[config.mk]
export PLATFORM = sky130hd
export DESIGN_NAME = mem_arbiter
export DESIGN_NICKNAME = d
export VERILOG_FILES = /design/src/rtl/mem_arbiter.sv
export SDC_FILE = /design/constraint.sdc
export NUM_CORES = 1
export LEC_CHECK = 0
export CAP_MARGIN = 25
export CORE_AREA = 2 2 304 306
export DETAILED_ROUTE_END_ITERATION = 16
export DIE_AREA = 0 0 306 308
export GPL_TIMING_DRIVEN = 0
export HOLD_SLACK_MARGIN = 0.15
export PLACE_DENSITY = 0.3
export SKIP_CTS_REPAIR_TIMING = 1
export SYNTH_ARGS = -nofsm -noshare
export SYNTH_HDL_FRONTEND = slang
export SYNTH_SLANG_ARGS = --single-unit
export TNS_END_PERCENT = 100
[constraint.sdc]
create_clock -name clk -period 3.6 [get_ports clk]
set_clock_uncertainty 0.05 [all_clocks]
set_input_delay 0.72 -clock clk [delete_from_list [all_inputs] [get_ports clk]]
set_output_delay 0.72 -clock clk [all_outputs]
set_load 0.02 [all_outputs]
[src/rtl/mem_arbiter.sv]
// mem_arbiter: shares one backing-memory port between the icache (read-only)
// and dcache (read/write) miss paths. One block request is accepted at a time.
// For each request the arbiter issues one command, then streams BEATS data
// beats: write beats go out to memory, and read beats come back to the owner.
//
// Build option:
//   MEM_ARBITER_RR_EN  defined   -> round-robin between the caches on a tie
//                      undefined -> fixed priority, the dcache wins every tie
module mem_arbiter #(
    parameter int ADDR_BITS = 28,
    parameter int DATA_BITS = 128,
    parameter int BEATS     = 4,
    parameter int TAG_BITS  = 5
) (
    input  logic                   clk,
    input  logic                   reset,

    input  logic                   ic_req_valid,
    output logic                   ic_req_ready,
    input  logic [ADDR_BITS-1:0]   ic_req_addr,
    output logic                   ic_resp_valid,
    output logic [DATA_BITS-1:0]   ic_resp_data,

    input  logic                   dc_req_valid,
    output logic                   dc_req_ready,
    input  logic                   dc_req_rw,
    input  logic [ADDR_BITS-1:0]   dc_req_addr,
    input  logic                   dc_wdata_valid,
    output logic                   dc_wdata_ready,
    input  logic [DATA_BITS-1:0]   dc_wdata,
    input  logic [DATA_BITS/8-1:0] dc_wmask,
    output logic                   dc_resp_valid,
    output logic [DATA_BITS-1:0]   dc_resp_data,

    output logic                   mem_req_valid,
    input  logic                   mem_req_ready,
    output logic                   mem_req_rw,
    output logic [ADDR_BITS-1:0]   mem_req_addr,
    output logic [TAG_BITS-1:0]    mem_req_tag,
    output logic                   mem_wdata_valid,
    input  logic                   mem_wdata_ready,
    output logic [DATA_BITS-1:0]   mem_wdata,
    output logic [DATA_BITS/8-1:0] mem_wmask,
    input  logic                   mem_resp_valid,
    input  logic [TAG_BITS-1:0]    mem_resp_tag,
    input  logic [DATA_BITS-1:0]   mem_resp_data
);

    localparam int                 CNT_BITS = $clog2(BEATS) + 1;
    localparam logic [TAG_BITS-1:0] IC_TAG  = '0;
    localparam logic [TAG_BITS-1:0] DC_TAG  = TAG_BITS'(1);
    localparam logic [CNT_BITS-1:0] LAST_BEAT = CNT_BITS'(BEATS - 1);

    typedef enum logic [1:0] {S_IDLE, S_CMD, S_WDATA, S_RDATA} state_t;
    typedef enum logic [1:0] {OWN_NONE, OWN_IC, OWN_DC}        owner_t;

    state_t                r_state;
    state_t                w_next_state;
    owner_t                r_owner;
    logic                  r_rw;
    logic [ADDR_BITS-1:0]  r_addr;
    logic [CNT_BITS-1:0]   r_beat_cnt;
`ifdef MEM_ARBITER_RR_EN
    owner_t                r_last_owner;
`endif

    logic                  w_grant_ic;
    logic                  w_grant_dc;
    logic                  w_req_fire;
    logic                  w_wbeat_fire;
    logic                  w_resp_hit;
    logic                  w_last_beat;
    logic [TAG_BITS-1:0]   w_owner_tag;

    // Arbitration between the two caches; this only matters while the arbiter is IDLE.
    always_comb begin
`ifdef MEM_ARBITER_RR_EN
        w_grant_ic = ic_req_valid && (!dc_req_valid || (r_last_owner == OWN_DC));
`else
        w_grant_ic = ic_req_valid && !dc_req_valid;
`endif
        w_grant_dc = dc_req_valid && !w_grant_ic;
    end

    // Transfer events. Reset blocks every handshake, so a pending beat is abandoned.
    assign w_owner_tag  = (r_owner == OWN_DC) ? DC_TAG : IC_TAG;
    assign w_req_fire   = !reset && (r_state == S_IDLE) && (w_grant_ic || w_grant_dc);
    assign w_wbeat_fire = !reset && (r_state == S_WDATA) && dc_wdata_valid && mem_wdata_ready;
    assign w_resp_hit   = !reset && (r_state == S_RDATA) && mem_resp_valid
                          && (mem_resp_tag == w_owner_tag);
    assign w_last_beat  = (r_beat_cnt == LAST_BEAT);

    // State register.
    always_ff @(posedge clk) begin
        // NOTE: state is updated with non-blocking assignments only, so every
        // register samples values from before the edge and the order of statements does not matter.
        if (reset) begin
            r_state <= S_IDLE;
        end else begin
            r_state <= w_next_state;
        end
    end

    // Next-state logic: IDLE -> CMD -> (WDATA | RDATA) -> IDLE.
    always_comb begin
        w_next_state = r_state;
        unique case (r_state)
            S_IDLE:  if (w_req_fire) w_next_state = S_CMD;
            S_CMD:   if (mem_req_ready) w_next_state = r_rw ? S_WDATA : S_RDATA;
            S_WDATA: if (w_wbeat_fire && w_last_beat) w_next_state = S_IDLE;
            S_RDATA: if (w_resp_hit && w_last_beat) w_next_state = S_IDLE;
            default: w_next_state = S_IDLE;
        endcase
    end

    // Transfer context: the owner, direction and address are latched at grant, and the beat counter tracks progress.
    always_ff @(posedge clk) begin
        if (reset) begin
            r_owner      <= OWN_NONE;
            r_rw         <= 1'b0;
            r_addr       <= '0;
            r_beat_cnt   <= '0;
`ifdef MEM_ARBITER_RR_EN
            r_last_owner <= OWN_IC;
`endif
        end else if (w_req_fire) begin
            // The icache never writes, so only a dcache grant can set rw.
            r_owner      <= w_grant_dc ? OWN_DC : OWN_IC;
            r_rw         <= w_grant_dc && dc_req_rw;
            r_addr       <= w_grant_dc ? dc_req_addr : ic_req_addr;
            r_beat_cnt   <= '0;
`ifdef MEM_ARBITER_RR_EN
            r_last_owner <= w_grant_dc ? OWN_DC : OWN_IC;
`endif
        end else if ((r_state != S_IDLE) && (w_next_state == S_IDLE)) begin
            r_owner    <= OWN_NONE;
            r_beat_cnt <= '0;
        end else if (w_wbeat_fire || w_resp_hit) begin
            r_beat_cnt <= r_beat_cnt + 1'b1;
        end
    end

    // Output decode. Every output is held at 0 during reset and outside its own phase.
    always_comb begin
        // NOTE: every output gets a default first, so no path leaves a value
        // unassigned and no latch is inferred.
        ic_req_ready    = 1'b0;
        dc_req_ready    = 1'b0;
        ic_resp_valid   = 1'b0;
        ic_resp_data    = '0;
        dc_resp_valid   = 1'b0;
        dc_resp_data    = '0;
        dc_wdata_ready  = 1'b0;
        mem_req_valid   = 1'b0;
        mem_req_rw      = 1'b0;
        mem_req_addr    = '0;
        mem_req_tag     = '0;
        mem_wdata_valid = 1'b0;
        mem_wdata       = '0;
        mem_wmask       = '0;
        if (!reset) begin
            unique case (r_state)
                S_IDLE: begin
                    ic_req_ready = w_grant_ic;
                    dc_req_ready = w_grant_dc;
                end
                S_CMD: begin
                    mem_req_valid = 1'b1;
                    mem_req_rw    = r_rw;
                    mem_req_addr  = r_addr;
                    mem_req_tag   = w_owner_tag;
                end
                S_WDATA: begin
                    mem_wdata_valid = dc_wdata_valid;
                    dc_wdata_ready  = mem_wdata_ready;
                    mem_wdata       = dc_wdata;
                    mem_wmask       = dc_wmask;
                end
                S_RDATA: begin
                    if (w_resp_hit && (r_owner == OWN_IC)) begin
                        ic_resp_valid = 1'b1;
                        ic_resp_data  = mem_resp_data;
                    end
                    if (w_resp_hit && (r_owner == OWN_DC)) begin
                        dc_resp_valid = 1'b1;
                        dc_resp_data  = mem_resp_data;
                    end
                end
                default: ;
            endcase
        end
    end

endmodule
==> impl_metrics.csv, run 1 <==
group,metric,value,unit
sta,setup_ws,50.7,ps
placed_design,dp_hpwl,59.2,mm
sta,timing.final.crit_share,0.986,
clock_network,cts.path.max_buffers,2,
clock_network,clock_latency,300,ps
grt,grt_pass1_vias,8271,
run_status,status,"completed",
placed_design,gp_congestion,0.824,
route,wl_met1,26.3,mm
placed_design,io_buffers,777,
yosys,netlist.area_leader.share,0.597,
power,swShare,0.309,
sta,setup_violations,0,
route,wirelength,64.3,mm
floorplanning,rows,111,
grt,track_usage,0.127,
clock_network,numCtsBuffers,5,
floorplanning,coreArea,91000,µm²
sta,hold_viol,0,
route,drt_iter0_markers,275,
final_layout,area_growth,212,%
sta,period_minus_slack,3550,ps
floorplanning,die-area,94200,µm²
power,internal_power,1.23,mW
critical_path,crit_start,"mem_resp_tag[2]",
route,ant_nets,0,
final_layout,regArea,721,µm²
yosys,ys_types,34,
critical_path,critPathMaxFanout,10,
critical_path,path_class,"input port to primary output",
power,share_seq_of_total_power,0.253,
clock_network,cts-root-buf,"clkbuf_16",
yosys,synth_area_leaders,"and2_1 60%, dfxtp_1 16%, mux2i_1 2.6%",
floorplanning,io_pins,783,
sta,rsz0062_at_grt,"true",
power,leakage,7.29,nW
power,p_clk_frac,0.299,
route,wl_per_cell,24.3,µm
route,firstDrtPassIters,5,
placed_design,place_ws,-1700,ps
run,maxCapViolations,0,
yosys,syn_area,4540,µm²
power,power_switching,0.551,mW
critical_path,start_kind,"input port",
min_path,hp-class,"flop to flop",
floorplanning,die_h,308,µm
final_layout,fillCellCount,10400,
grt,grt_pass1_wl,79.9,mm
critical_path,cp.required,2830,ps
sta,slew-limit-headroom,0.383,
power,ir_worst_vdd,0.135,mV
yosys,ys_seq_area_frac,0.159,
sta,worst_pin_slew,925,ps
route,wl_met3,7.27,mm
yosys,synthCells,661,
power,pwr-share-comb,0.448,
sta,drv_slew,0,
sta,tns,0,ps
route,viasPerCell,2.95,
grt,grt_remaining_overflow,0,
sta,fmax,0.282,GHz
yosys,synth_area_leader_cell,"and2_1",
grt,antenna_found_initial,52,
critical_path,cp.arrival,2780,ps
clock_network,htree_levels,2,
final_layout,drive_gt1_frac,0.189,
power,p_per_area,126,nW/µm²
critical_path,end_kind,"primary output",
final_layout,multi_input_area,3610,µm²
critical_path,reg2reg_from,"r_state[0]",
yosys,ys_warn_count,0,
clock_network,cts_sinks,36,
min_path,min-delay-start,"r_addr[10]",
route,dr.max_layer_used,"met5",
clock_network,clkSlewWorstSetupHoldPaths,60,ps
final_layout,nets,1796,
route,wl_met2,29.4,mm
yosys,ys_seq_elements,36,
route,drc,0,
route,via_count,7811,
clock_network,cts_tree,"done",
yosys,avgSynthCellArea,6.87,µm²
grt,grt_max_degree,14,
floorplanning,initial_utilization,0.0499,
floorplanning,die_w,306,µm
-- cells by family (layout without fill, tap and decap cells) --
logic type | after synthesis | count (layout) | share of synthesized area
AOI/OAI and AO/OA | 58 | 58 | 0.0854
xor gates and xnor gates | 2 | 2 | 0.00386
adders and majority gates | 2 | 2 | 0.00551
buffers and inverters | 71 | 860 | 0.0708
DFF | 36 | 36 | 0.159
muxes | 12 | 12 | 0.0265
other | 1 | 17 | 0.000826
and+or+nand+nor | 479 | 479 | 0.648
-- layout make-up --
cell class              instances  share of cell area
repair buffers                783               0.536
clock buffers                   5             0.00884
multi-input cells             557               0.256
inverters                       7             0.00186
flip-flops and latches         36              0.0509
diodes                         13             0.00230
well taps                    1186               0.105
plain buffers                  62              0.0363
clock inverters                 3             0.00327
-- path summary, 6_finish.rpt --
kind	cells after the start	end	slack (ps)
worst min register to register	2	r_addr[10]	400
worst max register to register	6	r_addr[6]	1070
worst min-delay path	2	r_addr[10]	400
worst max-delay path	11	ic_resp_data[0]	50
-- flip-flops by register name, summed over array words and instances (netlist names) --
| signal | count |
|---|---|
| r_addr | 28 |
| r_beat_cnt | 3 |
| r_owner | 2 |
| r_state | 2 |
| r_rw | 1 |
-- worst max-delay path: stages --
cell	delay, ps
clkbuf_2	80
or4b_4	560
nor4_4	140
buf_4	190
nand2_4	50
nor3_4	200
buf_12	160
clkbuf_16	210
buf_6	140
and2_1	160
buf_4	150
-- stage by stage --
step,instance area [µm²],hold WS [ps],utilization,cells,total power [mW]
after floorplan,4550,374,-,664,0.659
after global placement,13800,386,0.152,2627,1.26
after detailed placement,13800,389,0.152,2627,1.26
after CTS,14000,398,0.154,2635,1.82
after global routing,14100,409,0.155,2640,1.88
final,14100,395,0.156,2652,1.78
-- cell usage after synthesis (all sizes together) --
cell	count
a222oi	3
a22o	2
nor3	3
buf	12
clkbuf	52
a22oi	14
o21a	1
a21oi	18
and2	433
nand2	18
nand3b	1
ha	2
and3	1
nor4	1
mux2i	12
nor3b	2
nand3	1
nor2	15
inv	7
dfxtp	36
o21ai	4
a31oi	2
o21bai	2
a211oi	12
conb	1
nor2b	2
and3b	1
xnor2	2
or4b	1
-- placed cells by master, fill, tap and decap left out, types with 17 or more instances in the layout --
cell type / count
buf_2: 23
and2_4: 27
buf_6: 36
dlymetal6s2s_1: 98
clkbuf_4: 20
clkbuf_2: 92
and2_1: 405
clkdlybuf4s50_1: 505
dfxtp_1: 36
a21oi_1: 18
buf_4: 43
nand2_1: 17
-- per-layer routing --
layer / global-route usage / up-vias
li1: - / 3653
met1: 0.146 / 3523
met2: 0.212 / 521
met3: 0.0650 / 86
met4: 0.0189 / 28
met5: 0 / -
-- power by group through the flow --
stage          clock [mW]  combinational (mW)  sequential, mW
2_1_floorplan           0               0.205           0.453
3_3_place_gp            0               0.798           0.457
3_5_place_dp            0               0.805           0.458
4_1_cts             0.557               0.809           0.450
5_1_grt             0.570               0.854           0.455
6_report            0.534               0.798           0.451
No activity file was read; power rests on OpenSTA's default activity.
==> inputs of run 2 (changes only) <==
- clock period: 3.6 -> 3.3 ns (I/O delays scaled with it)
==> run 2 against run 1 <==
Net effect: sequential cell count is the same; the flow now finishes with violations (negative setup slack); cell area grew 1.5%; first-iteration DRC count shrank 7.6%; combinational power grew 9.8%; critical endpoint is now ic_resp_data[34]; via count grew 0.91%; non-clock buffer count grew 11; largest cell class unchanged; core utilization grew 0.24 points; critical path depth is the same; setup slack lost 180 ps; largest power group unchanged; cell count grew 0.38%; register-to-register slack gained 140 ps.
==> impl_metrics.csv, run 2 (same netlist as run 1, synthesis figures left out) <==
group,metric,value,unit
final_layout,area_growth,216,%
sta,period_minus_slack,3430,ps
route,via_count,7882,
power,p_per_area,136,nW/µm²
run_status,status,"finished, violations left",
clock_network,cts-root-buf,"clkbuf_16",
critical_path,path_class,"input port to primary output",
final_layout,top_register,"r_addr",
clock_network,numCtsBuffers,5,
grt,grt_max_degree,14,
clock_network,clkSlewWorstSetupHoldPaths,60,ps
run,maxCapViolations,0,
final_layout,layout_common_cells,"481 x clkdlybuf4s50_1, 340 x and2_1, 117 x clkbuf_2",
final_layout,nets,1807,
floorplanning,initial_utilization,0.0499,
route,wl_per_cell,24.4,µm
final_layout,stdcell_count,2662,
sta,slew-limit-headroom,0.392,
min_path,hp-class,"flop to flop",
placed_design,dp.cells,2627,
power,leakage,6.53,nW
critical_path,critPathMaxStageDelay,560,ps
grt,grt_pass1_wl,79.9,mm
grt,grt_remaining_overflow,0,
sta,worst_pin_slew,911,ps
floorplanning,io_pins,783,
sta,timing.final.crit_share,1.04,
critical_path,critPathMaxFanout,8,
grt,grt_pass1_vias,8271,
final_layout,final_core_util,0.158,
grt,track_usage,0.127,
clock_network,cts.path.max_buffers,2,
floorplanning,coreArea,91000,µm²
final_layout,largest_reg_flops,28,
final_layout,top_regs,"r_addr: 28 flops, r_beat_cnt: 3 flops",
clock_network,cts_sinks,36,
floorplanning,rows,111,
route,wirelength,65.1,mm
critical_path,cp_top_family,"simple AND/OR/NAND/NOR gates",
route,drc,0,
sta,drv_slew,0,
critical_path,cp.arrival,2720,ps
route,drt_iter0_markers,254,
route,ant_nets,0,
grt,antenna_found_initial,53,
route,viasPerCell,2.96,
floorplanning,die-area,94200,µm²
sta,setup_ws,-128,ps
clock_network,cts_tree,"done",
floorplanning,die_h,308,µm
critical_path,cp.required,2590,ps
sta,fmax,0.292,GHz
clock_network,htree_levels,2,
final_layout,drive_gt1_frac,0.299,
placed_design,dp_hpwl,59.2,mm
critical_path,start_kind,"input port",
final_layout,layout_commonest_cell,"clkdlybuf4s50_1",
power,ir_worst_vdd,0.144,mV
sta,rsz0062_at_grt,"true",
sta,setup_violations,136,
clock_network,clock_latency,290,ps
critical_path,path_cells,"clkbuf_2 -> or4b_4 -> nor4_4 -> buf_4 -> nand2_4 -> nor3_4 -> buf_12 -> buf_16 -> clkbuf_16 -> and2_4 -> buf_6",
power,power,1.95,mW
run_status,violations,"negative setup slack",
floorplanning,die_w,306,µm
route,firstDrtPassIters,4,
critical_path,end_kind,"primary output",
placed_design,io_buffers,777,
placed_design,gp_congestion,0.824,
critical_path,path_buf_inv,6,
sta,hold_viol,0,
critical_path,cpMaxStageDelayCell,"or4b_4",
==> run 2: changes by cell type in the layout (fill, tap and decap cells not counted), sizes merged <==
cell           delta
buf              +73
dlymetal6s2s     -61
clkdlybuf4s50    -24
clkbuf           +23
diode             -1
==> run 2: tightest hold or removal path, stage by stage (launching register included) <==
cell and delay [ps]:
dfxtp_1 300, nand2_1 50, a21oi_1 50
==> run 2: final timing paths <==
kind / to / from / cells past startpoint / slack, ps
max: ic_resp_data[34] / mem_resp_tag[2] / 11 / -130
min: r_addr[10] / r_addr[10] / 2 / 400
max reg2reg: r_owner[0] / r_state[0] / 7 / 1210
min reg2reg: r_addr[10] / r_addr[10] / 2 / 400
==> run 2: metal layers <==
| layer | up-vias | share of wire | track usage |
|---|---|---|---|
| met5 | - | 0.0028 | 0 |
| met3 | 92 | 0.11 | 0.0650 |
| met2 | 518 | 0.46 | 0.212 |
| li1 | 3668 | - | - |
| met1 | 3576 | 0.41 | 0.146 |
| met4 | 28 | 0.018 | 0.0189 |
==> run 2: cell type report <==
cell class | instances | area (µm²)
inverter | 7 | 26.3
clock buffer | 5 | 125
sequential | 36 | 721
clock inverter | 3 | 46.3
timing repair buffer | 793 | 7560
tap | 1186 | 1480
multi-input combinational | 557 | 3780
buffer | 63 | 593
fill | 10400 | 76600
antenna | 12 | 30.0
==> run 2: through the flow <==
step	area (µm²)	TNS (ps)	setup WS [ps]	hold slack [ps]
6_report	14400	-9390	-128	395
5_1_grt	14300	-30760	-223	409
4_1_cts	14000	-517360	-1890	398
3_5_place_dp	13800	-516410	-1880	389
3_3_place_gp	13800	-510100	-1860	386
2_1_floorplan	4550	0	261	374
==> run 2: report_power, final <==
| group | internal, mW | total (mW) | switching [mW] |
|---|---|---|---|
| combinational | 0.513 | 0.876 | 0.364 |
| sequential | 0.472 | 0.492 | 0.0194 |
| clock | 0.360 | 0.579 | 0.219 |
==> inputs of run 3 (changes only) <==
- PLACE_DENSITY: 0.3 -> unset
- PLACE_DENSITY_LB_ADDON: unset -> 0.25
==> run 3 against run 2 <==
Net effect: global-route usage fell by 0.42 points; cell area grew 2.1%; core utilization rose by 0.33 points; hold slack lost 2.0 ps; largest cell class unchanged; routed wire length fell by 3.0%; the run still ends with negative setup slack left; maximum frequency shrank 1.1%; largest power group unchanged; first-iteration DRC count is 14% higher.
==> impl_metrics.csv, run 3 (same netlist as run 1, synthesis figures left out) <==
group,metric,value,unit
run_status,status,"finished, violations left",
run_status,violations,"negative setup slack",
sta,period_minus_slack,3470,ps
sta,timing.final.crit_share,1.05,
sta,tns,-19440,ps
critical_path,path_cells,"buf_6 -> or4b_4 -> nor4_4 -> and3_4 -> buf_6 -> clkbuf_16 -> clkbuf_16 -> and2_4 -> buf_6",
final_layout,nets,1807,
power,leakage,6.67,nW
sta,drv_slew,0,
placed_design,dp.cells,2627,
final_layout,layout_common_cells,"507 x clkdlybuf4s50_1, 336 x and2_1, 107 x buf_6",
final_layout,layout_commonest_cell,"clkdlybuf4s50_1",
final_layout,largest_reg_flops,28,
route,drc,0,
grt,grt_remaining_overflow,0,
final_layout,area_growth,223,%
sta,worst_pin_slew,1020,ps
route,viasPerCell,2.97,
route,firstDrtPassIters,4,
final_layout,drive_gt1_frac,0.277,
final_layout,top_regs,"r_addr: 28 flops, r_beat_cnt: 3 flops",
route,wirelength,63.2,mm
clock_network,cts_tree,"done",
placed_design,postPlaceCellArea,13800,µm²
floorplanning,die-area,94200,µm²
clock_network,htree_levels,2,
sta,slew-limit-headroom,0.321,
sta,hold_viol,0,
clock_network,cts_sinks,36,
critical_path,cp_top_family,"simple AND/OR/NAND/NOR gates",
final_layout,fillCellCount,10400,
route,via_count,7897,
clock_network,clock_latency,290,ps
sta,whs,393,ps
grt,grt_max_degree,14,
run,maxCapViolations,0,
grt,antenna_found_initial,41,
critical_path,cpMaxStageDelayCell,"or4b_4",
critical_path,start_kind,"input port",
critical_path,path_buf_inv,5,
floorplanning,die_w,306,µm
placed_design,dp_hpwl,57.9,mm
clock_network,clkSlewWorstSetupHoldPaths,60,ps
critical_path,cp.arrival,2760,ps
grt,grt_pass1_vias,8149,
route,drt_iter0_markers,290,
final_layout,top_register,"r_addr",
power,p_per_area,132,nW/µm²
grt,grt_pass1_wl,77.1,mm
clock_network,cts.path.max_buffers,2,
sta,setup_ws,-166,ps
route,wl_per_cell,23.8,µm
clock_network,cts-root-buf,"clkbuf_16",
floorplanning,io_pins,783,
sta,fmax,0.289,GHz
placed_design,gp_congestion,0.953,
power,ir_worst_vdd,0.153,mV
route,ant_nets,0,
sta,setup_violations,240,
floorplanning,die_h,308,µm
min_path,hp-class,"flop to flop",
critical_path,end_kind,"primary output",
critical_path,critPathMaxStageDelay,550,ps
grt,track_usage,0.123,
critical_path,cp.required,2590,ps
critical_path,path_common_cell,"buf_6",
power,power,1.93,mW
floorplanning,rows,111,
final_layout,final_area,14700,µm²
critical_path,critPathMaxFanout,7,
final_layout,stdcell_count,2657,
clock_network,numCtsBuffers,5,
critical_path,path_class,"input port to primary output",
floorplanning,initial_utilization,0.0499,
sta,rsz0062_at_grt,"true",
floorplanning,coreArea,91000,µm²
placed_design,io_buffers,777,
[run 3: changes by cell type in the layout (fill, tap and decap cells not counted), sizes merged]
cell           delta
dlymetal6s2s      +8
buf              +11
diode             -5
clkdlybuf4s50    +26
clkbuf           -45
[run 3: final cells by class]
type / count / area, µm² / share of cell area
antenna: 7 / 17.5 / 0.00119
buffer: 62 / 623 / 0.0425
clock buffer: 5 / 125 / 0.00853
clock inverter: 3 / 46.3 / 0.00316
inverter: 7 / 26.3 / 0.00179
multi-input combinational: 557 / 3780 / 0.258
sequential: 36 / 721 / 0.0491
tap: 1186 / 1480 / 0.101
timing repair buffer: 794 / 7850 / 0.535
[run 3: report_power, final]
part	leakage, nW	total, mW	internal [mW]	switching, mW
combinational	6.29	0.868	0.512	0.356
sequential	0.296	0.494	0.472	0.0216
clock	0.0805	0.570	0.359	0.211
total	6.67	1.93	1.34	0.588
[run 3: routing by layer]
metal,GRT usage,up-vias,wire [µm]
met1,0.136,3599,24000
li1,-,3666,-
met3,0.0566,97,7010
met4,0.0183,32,1560
met2,0.217,503,30400
met5,0,-,218
[run 3: worst min-delay path: stages (launching register included)]
cell	delay [ps]
dfxtp_1	300
nand2_1	50
a21oi_1	50
[run 3: stage by stage]
step / utilization / setup WS [ps]
floorplan: - / 261
global placement: 0.152 / -1930
detailed placement: 0.152 / -1970
CTS: 0.154 / -1980
global route: 0.161 / -248
finish: 0.161 / -166
[run 3: worst paths after layout]
check	slack [ps]	end	depth (start not counted)	from
max	-170	dc_resp_data[78]	9	mem_resp_tag[2]
max reg2reg	1090	r_owner[0]	7	r_state[0]
min	390	r_addr[7]	2	r_addr[7]
min reg2reg	390	r_addr[7]	2	r_addr[7]
